==> config.mk <==
export PLATFORM = sky130hd
export DESIGN_NAME = timing_ring_gen
export DESIGN_NICKNAME = d
export VERILOG_FILES = /design/src/rtl/timing_pkg.sv /design/src/rtl/ring_divider.sv /design/src/rtl/timing_ring_gen.sv
export SDC_FILE = /design/constraint.sdc
export NUM_CORES = 1
export LEC_CHECK = 0
export ABC_AREA = 1
export CORE_MARGIN = 1
export CORE_UTILIZATION = 49
export CTS_CLUSTER_SIZE = 14
export DETAILED_ROUTE_END_ITERATION = 6
export PLACE_DENSITY = 0.82
export SYNTH_ARGS = -nofsm -noshare
export SYNTH_HDL_FRONTEND = slang
export SYNTH_SLANG_ARGS = --single-unit
==> constraint.sdc <==
create_clock -name clk -period 5.35 [get_ports clk]
set_clock_uncertainty 0.15 [all_clocks]
set_input_delay 1.3375 -clock clk [delete_from_list [all_inputs] [get_ports clk]]
set_output_delay 1.3375 -clock clk [all_outputs]
set_load 0.02 [all_outputs]
==> src/rtl/timing_pkg.sv <==
// timing_pkg: shared state type, width helper and stage decoder for the timing ring
package timing_pkg;
  typedef enum logic {IDLE, RUN} state_t;
  function automatic int clog2_min1(input int n);
    return n > 1 ? $clog2(n) : 1;
  endfunction
  function automatic logic [15:0] onehot(input int idx);
    return 16'b1 << idx;
  endfunction
endpackage

==> src/rtl/ring_divider.sv <==
// ring_divider: counts DIV enabled clocks and flags the clock on which the ring steps
module ring_divider
  import timing_pkg::*;
#(
  parameter int DIV = 2
) (
  input  logic clk,
  input  logic rst,
  input  logic en,
  input  logic clr,
  output logic tick
);
  localparam int DIV_W = clog2_min1(DIV);
  logic [DIV_W-1:0] r_cnt;
  logic w_wrap;
  assign w_wrap = r_cnt == DIV_W'(DIV - 1);
  assign tick = en && w_wrap;
  always_ff @(posedge clk)
    if (rst || clr) r_cnt <= '0;
    else if (en) r_cnt <= w_wrap ? '0 : r_cnt + DIV_W'(1);
endmodule

==> src/rtl/timing_ring_gen.sv <==
// timing_ring_gen: one-hot timing ring stepped by a clock divider with start/stop/single/hold control
module timing_ring_gen
  import timing_pkg::*;
#(
  parameter int STAGES = 5,
  parameter int DIV = 2,
  parameter int CNT_W = 8
) (
  input  logic              clk,
  input  logic              rst,
  input  logic              start,
  input  logic              stop_req,
  input  logic              single_mode,
  input  logic              hold,
  output logic [STAGES-1:0] gate,
  output logic              tick,
  output logic              cycle_start,
  output logic              cycle_end,
  output logic              running,
  output logic [CNT_W-1:0]  cycle_count
);
  localparam int PW = clog2_min1(STAGES);
  state_t r_state, w_next;
  logic [PW-1:0] r_pos;
  logic [CNT_W-1:0] r_cnt;
  logic r_stop, r_tick, r_cs, r_ce;
  logic w_start, w_adv, w_last, w_done, w_en;
  assign w_start = r_state == IDLE && start && !hold;
  assign w_en = r_state == RUN && !hold;
  assign w_last = w_adv && r_pos == PW'(STAGES - 1);
  assign w_done = w_last && (r_stop || single_mode);
  ring_divider #(.DIV(DIV)) u_div (
    .clk(clk),
    .rst(rst),
    .en(w_en),
    .clr(w_start),
    .tick(w_adv)
  );
  always_ff @(posedge clk)
    r_state <= rst ? IDLE : w_next;
  always_comb
    w_next = r_state == IDLE ? (w_start ? RUN : IDLE) : (w_done ? IDLE : RUN);
  always_comb begin
    running = r_state == RUN;
    gate = r_state == RUN ? STAGES'(onehot(int'(r_pos))) : '0;
  end
  always_ff @(posedge clk)
    if (rst) begin
      r_pos <= '0;
      r_cnt <= '0;
      r_stop <= 1'b0;
      r_tick <= 1'b0;
      r_cs <= 1'b0;
      r_ce <= 1'b0;
    end else begin
      r_tick <= w_adv;
      r_cs <= w_start || (w_last && !w_done);
      r_ce <= w_last;
      r_pos <= (w_start || w_last) ? '0 : w_adv ? r_pos + PW'(1) : r_pos;
      r_cnt <= r_cnt + CNT_W'(w_last);
      r_stop <= !w_done && (r_stop || (stop_req && (r_state == RUN || w_start)));
    end
  assign tick = r_tick;
  assign cycle_start = r_cs;
  assign cycle_end = r_ce;
  assign cycle_count = r_cnt;
endmodule

# After elaboration in Yosys (flattened, before gate mapping)
# Index checks and enable logic that the tools add are counted.
[totals]
regBits = 17
inputBits = 6
[op_classes]
addsub = 3
n_eq_ne = 1
shifts = 1
muxes = 5
n_bitwise = 1
n_reduce_logical = 18
[op_table]
columns = ["op", "count"]
rows = [
  ["$logic_and 1x1->1", 9],
  ["$add 8x1->8", 1],
  ["$logic_or 1x1->1", 6],
  ["$mux 5", 1],
  ["$shl 1x3->5 const A", 1],
  ["$mux 1", 4],
  ["$add 3x1->3 const B", 1],
  ["$eq 3x3->1 const B", 1],
  ["$logic_not 1->1", 2],
  ["$reduce_or 2->1", 1],
  ["$add 1x1->1 const B", 1],
  ["$not 1->1", 1],
]

# Longest topological paths before layout
[depth]
ltp_word = 8
depth_mapped = 12

# Modules after synthesis
# From an unflattened synthesis, not the netlist that was laid out.
[hier_totals]
hier_cells = 114
hier_area_um2 = 809.5
[by_module_without_submodules]
columns = ["module", "instances", "cells_each", "area_per_inst_um2"]
rows = [
  ["timing_ring_gen", 1, 107, 764.5],
  ["ring_divider", 1, 7, 45.0],
]

# Worst setup path before layout
# OpenSTA, ideal clock, no wires.
[synth_path]
path_type = "input to register"
start = "input port hold"
end = "register r_cnt[6] (netlist: cycle_count[6])"
t_arrival_ns = 2.411
required_time_ns = 5.087
setup_slack_ns = 2.676
stages = 10
path_cell_list = "inv_1 -> nand3_4 -> nor2_4 -> ha_1 -> ha_1 -> nand2_1 -> nor2_1 -> nand3b_1 -> nand2_1 -> nor2_1"
[synth_between]
elab_chain_cells = 5
[synth_rtl]
columns = ["item", "line_no", "rtl"]
rows = [
  ["start, declared", "timing_ring_gen.sv:14", "input logic hold,"],
  ["$logic_not 1->1", "timing_ring_gen.sv:29", "assign w_en = r_state == RUN && !hold;"],
  ["$logic_and 1x1->1", "timing_ring_gen.sv:29", ""],
  ["$logic_and 1x1->1", "ring_divider.sv:17", "assign tick = en && w_wrap;"],
  ["$logic_and 1x1->1", "timing_ring_gen.sv:30", "assign w_last = w_adv && r_pos == PW'(STAGES - 1);"],
  ["net w_last", "timing_ring_gen.sv:27", "logic w_start, w_adv, w_last, w_done, w_en;"],
  ["$add 8x1->8", "timing_ring_gen.sv:60", "r_cnt <= r_cnt + CNT_W'(w_last);"],
  ["end signal, assigned", "timing_ring_gen.sv:60", ""],
  ["end, declared", "timing_ring_gen.sv:25", "logic [CNT_W-1:0] r_cnt;"],
]
# The timed path passes the listed nets, and every way through them passes these cells.
# A chain may end at the register's enable or synchronous reset.

# Worst setup path in the final report
[layout_path]
start = "register r_pos[0]"
end = "output port gate[3]"
[layout_between]
elab_chain_cells = 2
[layout_rtl]
columns = ["item", "line_no", "rtl"]
rows = [
  ["start, declared", "timing_ring_gen.sv:24", "logic [PW-1:0] r_pos;"],
  ["start signal, assigned", "timing_ring_gen.sv:59", "r_pos <= (w_start || w_last) ? '0 : w_adv ? r_pos + PW'(1) : r_pos;"],
  ["$shl 1x3->5", "timing_pkg.sv:8", "return 16'b1 << idx;"],
  ["$mux 5", "timing_ring_gen.sv:45", "gate = r_state == RUN ? STAGES'(onehot(int'(r_pos))) : '0;"],
  ["end, declared", "timing_ring_gen.sv:15", "output logic [STAGES-1:0] gate,"],
]
# No other way between the ends.

==> out/qor.yml <==
grt_overflow: 0
fin_ws_ns: 2.134
final-hold-violation-count: 0
cts-root-buf: "clkbuf_4"
track_usage_pct: 19.21
diodes: 0
start_util_pct: 53.57
drc: 0
fmax_mhz: 311.0
drive_above_1_share_pct: 8.696
hold_start: "r_stop"
powerDensity_nw_per_um2: 199.5
ant_nets: 0
status: "completed"
worstPathRequired_ns: 3.86
holdPathStages: 2
first_iter_violations: 16
first_global_vias: 649
synth.avg_cell_area_um2: 7.308
ys_types: 18
synthArstFlopShare_pct: 0
port_buffers: 22
die_width_um: 43.05
yosysTopAreaCell: "dfxtp_1"
finalMaxSlewViolations: 0
setup_viol: 0
clkTransAtPathRegs_ns: 0.09
rsz0062_at_grt: "no"
worstPathMaxFanout: 4
cts_buffer_depth: 2
yosys_register_bits: 17
cts_hold_buf: 0
rows: 14
path_class: "reg -> out"
synth_cells: 113
cts_setup_buffers: 0
startpoint_type: "flop"
synth.area.top_cells: "dfxtp_1 (41%), nor2_1 (11%), ha_1 (11%)"
r2r_cells: 11
coreArea_um2: 1541
ir_drop_mv: 0.1602
first_pass_iters: 4
routedWlPerCell_um: 9.981
synth_area_um2: 825.8
io_pins: 23
dieArea_um2: 1853
hold_path_class: "reg -> reg"
yosysSeqAreaShare_pct: 41.21
cts_tree: "yes"
fp.dieH_um: 43.05
synth-main-ff-cell: "dfxtp_1"
ys_warn_count: 0
pre_cts_slack_ns: 2.130
critPathArrivalTime_ns: 1.73
hpwl_um: 1158
clock_sinks: 17
viasPerCell: 4.727
reg2reg_from: "r_pos[0]"
hold_path_end: "r_stop"
relSlewSlack_pct: 77.19
cts_buffers: 3
grt_max_degree: 10
area_growth_pct: 31.67
period_share_pct: 60.11
nets: 152
timing.rr.end: "cycle_count[6]"
ctsResizeCount: 0
place_congestion: 0.7951
grt_pass1_wl_um: 2711
synthesis.nets: 126
timing.setup.tns_ns: 0
h-tree-depth: 1
synthTopCellsByCount: "nor2_1 (24), inv_1 (20), nand2_1 (20)"
p_leak_nw: 0.4704
cp-end-kind: "output port"
p_total_mw: 0.2169
yosysMostFrequentCell: "nor2_1"
maxCapViolCount: 0
worstMarginPinSlew_ns: 0.3411
clk_latency_ns: 0.29
vias: 728
wl_um: 1537
antenna_found_initial: 0
yosys.area.top_type_share_pct: 41.21
r2r_setup_slack_ns: 3.42
synth-edff-count: 0
period_needed_ns: 3.216
-- state kept, by name, indices dropped and copies added (netlist names) --
name,flops
cycle_count,8
u_div.r_cnt,1
r_stop,1
cycle_start,1
r_pos,3
tick,1
running,1
cycle_end,1
-- cells by family after synthesis --
logic type	count (synthesis)	share of synthesized area (%)
xor gates and xnor gates	1	1.061
adders and majority gates	7	10.61
and+or+nand+nor	55	30.15
buffers and inverters	24	11.06
DFF	17	41.21
AOI/OAI and AO/OA	9	5.908
-- metal layers --
| metal | up-vias | routed length [um] | track usage [%] |
|---|---|---|---|
| li1 | 392 | - | - |
| met1 | 313 | 741 | 28.00 |
| met2 | 17 | 697 | 27.88 |
| met3 | 6 | 70 | 2.553 |
| met4 | 0 | 27 | 9.091 |
| met5 | - | 0 | 0 |
-- worst max-delay path, stage by stage (launching register included) --
cell and delay, ns:
dfxtp_1 0.40, ha_1 0.19, ha_1 0.16, nand2_1 0.05, inv_1 0.05, clkdlybuf4s50_1 0.59
-- layout make-up --
class / count / area, um^2
fillers: 127 / 454.2
multi-input cells: 72 / 394.1
flip-flops and latches: 17 / 340.3
repair buffers: 22 / 220.2
inverters: 23 / 86.33
clock buffers: 4 / 26.28
well taps: 16 / 20.02
-- metrics by stage --
stage | hold slack [ns] | utilization, % | instances | area (um^2)
4_1_cts | 0.3434 | 70.54 | 154 | 1087
2_1_floorplan | 0.3026 | - | 113 | 825.8
6_report | 0.3397 | 70.54 | 154 | 1087
3_3_place_gp | 0.3155 | 68.83 | 150 | 1061
3_5_place_dp | 0.3204 | 68.83 | 150 | 1061
5_1_grt | 0.3690 | 70.54 | 154 | 1087
-- worst max path at each step --
stage	depth (start not counted)	end	start	slack [ns]
after floorplan	10	cycle_count[6]	hold	2.68
after global placement	11	cycle_count[6]	hold	2.22
after detailed placement	11	cycle_count[6]	hold	2.13
after CTS	5	gate[3]	r_pos[0]	2.11
after global routing	5	gate[4]	r_pos[0]	2.03
final	5	gate[3]	r_pos[0]	2.13
-- power breakdown --
| part | leakage [nW] | total [mW] | switching [mW] | internal [mW] |
|---|---|---|---|---|
| logic | 0.318 | 0.0187 | 0.0101 | 0.00862 |
| clock network | 0.0150 | 0.0680 | 0.0390 | 0.0290 |
| registers | 0.138 | 0.130 | 0.00183 | 0.128 |
-- cells in the final DEF, fill, tap and decap left out, drive strengths merged --
cell	n
a21oi	5
clkbuf	4
clkdlybuf4s50	22
dfxtp	17
ha	7
inv	23
nand2	22
nand3	5
nand3b	1
nor2	25
nor3	2
o21ai	4
xor2	1
(Power assumes the default switching activity.)
